--- config.mk ---
export PLATFORM = sky130hd
export DESIGN_NAME = clefia_host_if
export DESIGN_NICKNAME = d
export VERILOG_FILES = /design/src/rtl/clefia_host_if.sv
export SDC_FILE = /design/constraint.sdc
export NUM_CORES = 1
export LEC_CHECK = 0
export BUFFER_PORTS_ARGS = -buffer_cell sky130_fd_sc_hd__buf_2
export CAP_MARGIN = 20
export CORE_MARGIN = 2
export CORE_UTILIZATION = 40
export CTS_CLUSTER_SIZE = 12
export DETAILED_ROUTE_END_ITERATION = 16
export MAX_ROUTING_LAYER = met4
export PLACE_DENSITY = 0.75
export REMOVE_ABC_BUFFERS = 1
export SETUP_SLACK_MARGIN = 0.2
export SYNTH_ARGS = -nofsm -noshare
export SYNTH_HDL_FRONTEND = slang
export SYNTH_SLANG_ARGS = --single-unit
--- constraint.sdc ---
create_clock -name CLK -period 1.91 [get_ports CLK]
set_input_delay 0.0955 -clock CLK [delete_from_list [all_inputs] [get_ports CLK]]
set_output_delay 0.0955 -clock CLK [all_outputs]
set_load 0.005 [all_outputs]
--- src/rtl/clefia_host_if.sv ---
// Host-side front end for the CLEFIA core: a 16-bit word-mapped register port that
// assembles key/data blocks, sequences KEYSET/DATASET against BSY and buffers DOUT.
module clefia_host_if (
  input  logic         CLK,
  input  logic         SRST,
  input  logic         WE,
  input  logic         RE,
  input  logic [5:0]   ADDR,
  input  logic [15:0]  WDATA,
  output logic [15:0]  RDATA,
  output logic         RVLD,
  output logic         IRQ,
  output logic [1:0]   MODE,
  output logic         ENCDEC,
  output logic         KEYSET,
  output logic         DATASET,
  output logic [255:0] KEY,
  output logic [127:0] DIN,
  input  logic         BSY,
  input  logic         DVLD,
  input  logic [127:0] DOUT
);

  typedef enum logic [2:0] {
    S_IDLE,
    S_K_ISSUE,
    S_K_WAITHI,
    S_K_WAITLO,
    S_D_ISSUE,
    S_D_WAITHI,
    S_D_WAITLO
  } state_t;

  localparam logic [5:0] A_CMD    = 6'h18;
  localparam logic [5:0] A_STATUS = 6'h19;

  state_t         r_state;
  logic [255:0]   r_key;
  logic [127:0]   r_din;
  logic [127:0]   r_res;
  logic           r_key_valid;
  logic           r_done;
  logic           r_err;
  logic [1:0]     r_mode;
  logic           r_encdec;
  logic           r_keyset;
  logic           r_dataset;
  logic [15:0]    r_rdata;
  logic           r_rvld;

  logic           w_busy;
  logic           w_wr_key;
  logic           w_wr_data;
  logic           w_wr_cmd;
  logic           w_wr_ctl;
  logic           w_rd_status;
  logic           w_cmd_ok;
  logic           w_cmd_key;
  logic           w_cmd_data;
  logic           w_bad_mode;
  logic           w_start_key;
  logic           w_start_data;
  logic           w_err_evt;
  logic [15:0]    w_rdata;

  function automatic logic [15:0] f_status(input logic busy, input logic kv,
                                           input logic done, input logic err);
    return {12'd0, err, done, kv, busy};
  endfunction

  assign w_busy      = (r_state != S_IDLE);
  assign w_wr_key    = WE && (ADDR[5:4] == 2'b00);
  assign w_wr_data   = WE && (ADDR[5:3] == 3'b010);
  assign w_wr_cmd    = WE && (ADDR == A_CMD);
  assign w_wr_ctl    = w_wr_key || w_wr_data || w_wr_cmd;
  assign w_rd_status = RE && (ADDR == A_STATUS);

  // START_KEY has priority; a simultaneous START_DATA is dropped and flagged.
  assign w_cmd_ok     = w_wr_cmd && !w_busy;
  assign w_cmd_key    = w_cmd_ok && WDATA[0];
  assign w_cmd_data   = w_cmd_ok && WDATA[1];
  assign w_bad_mode   = (WDATA[3:2] == 2'b11);
  assign w_start_key  = w_cmd_key && !w_bad_mode;
  assign w_start_data = w_cmd_data && !WDATA[0] && r_key_valid;
  assign w_err_evt    = (w_wr_ctl && w_busy)
                     || (w_cmd_key && w_bad_mode)
                     || (w_cmd_key && w_cmd_data)
                     || (w_cmd_data && !WDATA[0] && !r_key_valid);

  always_comb begin
    w_rdata = '0;
    if (ADDR[5:4] == 2'b00) begin
      for (int i = 0; i < 16; i++)
        if (ADDR[3:0] == 4'(i)) w_rdata = r_key[16*i +: 16];
    end else if (ADDR[5:3] == 3'b010) begin
      for (int j = 0; j < 8; j++)
        if (ADDR[2:0] == 3'(j)) w_rdata = r_din[16*j +: 16];
    end else if (ADDR == A_STATUS) begin
      w_rdata = f_status(w_busy, r_key_valid, r_done, r_err);
    end else if (ADDR[5:3] == 3'b100) begin
      for (int j = 0; j < 8; j++)
        if (ADDR[2:0] == 3'(j)) w_rdata = r_res[16*j +: 16];
    end
  end

  // Key/data words only accept writes while idle so the core sees stable operands.
  always_ff @(posedge CLK) begin
    if (SRST) begin
      r_key <= '0;
      r_din <= '0;
    end else if (!w_busy) begin
      if (w_wr_key) begin
        for (int i = 0; i < 16; i++)
          if (ADDR[3:0] == 4'(i)) r_key[16*i +: 16] <= WDATA;
      end
      if (w_wr_data) begin
        for (int j = 0; j < 8; j++)
          if (ADDR[2:0] == 3'(j)) r_din[16*j +: 16] <= WDATA;
      end
    end
  end

  always_ff @(posedge CLK) begin
    if (SRST) begin
      r_rdata <= '0;
      r_rvld  <= 1'b0;
    end else begin
      r_rvld <= RE;
      if (RE) r_rdata <= w_rdata;
    end
  end

  // Sticky flags: a set event in the same cycle as the clearing STATUS read wins.
  always_ff @(posedge CLK) begin
    if (SRST) begin
      r_done <= 1'b0;
      r_err  <= 1'b0;
      r_res  <= '0;
    end else begin
      r_done <= DVLD || (r_done && !w_rd_status);
      r_err  <= w_err_evt || (r_err && !w_rd_status);
      if (DVLD) r_res <= DOUT;
    end
  end

  always_ff @(posedge CLK) begin
    if (SRST) begin
      r_state     <= S_IDLE;
      r_key_valid <= 1'b0;
      r_mode      <= 2'b00;
      r_encdec    <= 1'b0;
      r_keyset    <= 1'b0;
      r_dataset   <= 1'b0;
    end else begin
      r_keyset  <= 1'b0;
      r_dataset <= 1'b0;
      case (r_state)
        S_IDLE: begin
          if (w_start_key) begin
            r_mode      <= WDATA[3:2];
            r_encdec    <= WDATA[4];
            r_key_valid <= 1'b0;
            r_keyset    <= 1'b1;
            r_state     <= S_K_ISSUE;
          end else if (w_start_data) begin
            r_encdec  <= WDATA[4];
            r_dataset <= 1'b1;
            r_state   <= S_D_ISSUE;
          end
        end
        S_K_ISSUE:  r_state <= S_K_WAITHI;
        S_K_WAITHI: if (BSY) r_state <= S_K_WAITLO;
        S_K_WAITLO: begin
          if (!BSY) begin
            r_key_valid <= 1'b1;
            r_state     <= S_IDLE;
          end
        end
        S_D_ISSUE:  r_state <= S_D_WAITHI;
        S_D_WAITHI: if (BSY) r_state <= S_D_WAITLO;
        S_D_WAITLO: if (!BSY) r_state <= S_IDLE;
        default:    r_state <= S_IDLE;
      endcase
    end
  end

  assign RDATA   = r_rdata;
  assign RVLD    = r_rvld;
  assign IRQ     = r_done;
  assign MODE    = r_mode;
  assign ENCDEC  = r_encdec;
  assign KEYSET  = r_keyset;
  assign DATASET = r_dataset;
  assign KEY     = r_key;
  assign DIN     = r_din;

endmodule
==> impl_metrics.yaml <==
setup_path:
  timing_worst_setup_path_type: "flop to flop"
  cp_max_fo: 8
  cp.arrival_ns: 2.54
  worstSetupStartpoint: "r_state[1]"
  crit_path_start_kind: "flop"
  path_cells: "or4b_4 > nor2_8 > buf_12 > nand2_8 > nor2_4 > buf_12 > nand2_1 > a21oi_1"
  path_buf_inv: 2
  endpoint_kind: "flop"
  max_stage_delay_ns: 0.60
  crit_top_cell: "buf_12"
  cp_slowest_cell: "or4b_4"
  required_ns: 2.46
  critPathTopFamily: "simple AND/OR/NAND/NOR gates"
  reg2reg_from: "r_state[1]"
sta:
  grt_setup_unrepaired: "yes"
  setup_violations: 111
  hold_viol: 0
  max_freq_mhz: 503.3
  drv_slew: 0
  slew_headroom_pct: 31.62
  clock_skew_ns: 0.01784
  min_period_over_period_pct: 104.0
  post-route-min-period_ns: 1.987
  tightest_slew_ns: 1.026
  setup_ws_ns: -0.07671
logic_synthesis:
  synth_warnings: 0
  ys_seq_area_share_pct: 44.42
  synth_top_cell_by_area: "dfxtp_1"
  synth_top_area_share_pct: 44.42
  synthFlopType: "dfxtp_1"
  async_flop_share_pct: 0
  synth_edf_count: 0
  syn_inst: 3035
  synth.distinct_cells: 83
  synth_area_um2: 24330
  synth_common_cells: "783 x nand2_1, 540 x dfxtp_1, 487 x a21oi_1"
  ys_ff_latch: 540
  synth.most_common_cell: "nand2_1"
  synth_area_leaders: "dfxtp_1 44%, nand2_1 12%, a21oi_1 10%"
  syn_avg_cell_area_um2: 8.018
clocking:
  cts_tree: "yes"
  cts_buffers: 57
  cts_root_buffer: "clkbuf_16"
  clockBufferDepth: 3
  clock_latency_ns: 0.64
  clk_pin_slew_ns: 0.06
  htree_num_levels: 2
  cts_sinks: 540
power:
  cellPowerDensity_nw_per_um2: 737.0
  vdd_drop_max_uv: 554.7
  p_leak_uw: 0.01506
  p_total_uw: 26570
place:
  portBuffers: 562
  place_inst: 4451
  dp_hpwl_um: 87710
  pre_cts_slack_ns: -0.4907
  place_congestion: 1.006
drt:
  drt_iter0_drc: 4476
  via_count: 29303
  first_pass_iters: 9
  drc: 0
  via_per_inst: 6.148
  wl_um: 131600
  post_drt_wl_per_cell_um: 27.60
  ant_nets: 0
cells_and_area:
  fin_cells: 4766
  fillCellCount: 4949
  final_core_util_pct: 59.85
  area_growth_pct: 48.17
  drive_above_1_share_pct: 35.82
  nets: 4093
grt:
  grt_pass1_vias: 27211
  antenna_found_initial: 8
  track_usage_pct: 39.74
  grt_max_degree: 88
  grt_pass1_wl_um: 181200
  grt_overflow: 0
floorplan:
  core-area_um2: 60250
  die_w_um: 250.7
  die_area_um2: 62830
  num_rows: 90
  io_pins: 563
  die_h_um: 250.7
  start_util_pct: 40.39
min_path:
  hp-start: "WE"
  hold_path_class: "primary input to flop"
run_status:
  violations: "setup timing"
  status: "complete, but fails checks"
run:
  max_cap_violations: 0
## worst min-delay path, cell delays in order
cell,delay [ns]
buf_2,0.13
nand3b_1,0.08
a31oi_1,0.04
a211oi_1,0.18
a21oi_1,0.09
## layout by cell type (no fill, tap or decap), drive strengths merged, types with 6 or more instances in the layout
cell	n
dlygate4sd3	169
inv	8
a311oi	8
nor2	231
a22oi	14
o22ai	36
nor3	31
o31ai	8
a21oi	487
clkbuf	99
buf	936
a221oi	21
o221ai	10
mux4	30
clkinv	7
diode	6
nand2	788
nor2b	9
nand3	44
mux2i	189
nand2b	13
a211oi	14
dfxtp	540
a31oi	10
o21ai	138
mux2	21
a2bb2oi	9
## final timing paths
kind	to	slack, ns	cells after the start
max	KEY[19]	-0.08	8
min	r_err	0.03	5
max reg2reg	KEY[19]	-0.08	8
min reg2reg	ENCDEC	0.45	2
## power by group
group          internal [uW]  switching (uW)  total [uW]
Sequential             11500             171       11700
Combinational           1420            2040        3460
Clock                   6590            4870       11500
Total                  19500            7080       26600
## logic make-up after synthesis
family,count (synthesis),synth area share [%]
buffers and inverters,282,5.095
AOI/OAI and AO/OA,820,19.21
and+or+nand+nor,1153,19.75
muxes,240,11.52
DFF,540,44.42
## layout make-up
| class | count | area (um^2) | area share [%] |
|---|---|---|---|
| multi-input cells | 2213 | 13790 | 38.24 |
| flip-flops and latches | 540 | 10810 | 29.99 |
| repair buffers | 1118 | 8567 | 23.76 |
| clock inverters | 13 | 175.2 | 0.4858 |
| diodes | 6 | 15.01 | 0.04164 |
| well taps | 782 | 978.4 | 2.714 |
| inverters | 7 | 26.28 | 0.07287 |
| clock buffers | 87 | 1692 | 4.692 |
## sequential cells by signal, indices dropped and copies added (netlist names)
name / cells
KEY: 256
DIN: 128
r_res: 128
RDATA: 16
r_state: 3
MODE: 2
DATASET: 1
ENCDEC: 1
IRQ: 1
KEYSET: 1
RVLD: 1
r_err: 1
r_key_valid: 1
## per-stage QoR
stage | setup TNS, ns | cell area (um^2) | hold WS, ns
floorplan | -50.78 | 23120 | 0.1622
global placement | -4.797 | 30160 | 0.3286
detailed placement | -6.838 | 30160 | 0.3373
CTS | -0.1247 | 34320 | 0.01150
global route | -10.98 | 36060 | 0.05928
finish | -3.442 | 36060 | 0.03462
## per-layer routing
| layer | routed length (um) | global-route usage [%] | vias up |
|---|---|---|---|
| met1 | 46700 | 47.77 | 13717 |
| met2 | 56080 | 59.01 | 2534 |
| li1 | - | - | 12324 |
| met3 | 17890 | 10.85 | 728 |
| met4 | 10890 | 24.77 | 0 |
| met5 | 0 | - | - |
## timing repair
| action | in CTS | in global routing |
|---|---|---|
| pin swaps | 63 | 118 |
| endpoints found under the setup margin | 403 | 407 |
| endpoints found under the hold margin | 210 | 0 |
| gates cloned | 3 | 19 |
| resized for setup | 131 | 368 |
| hold buffers | 169 | 0 |
| setup buffers | 9 | 9 |
Power figures use the tool's default switching activity.
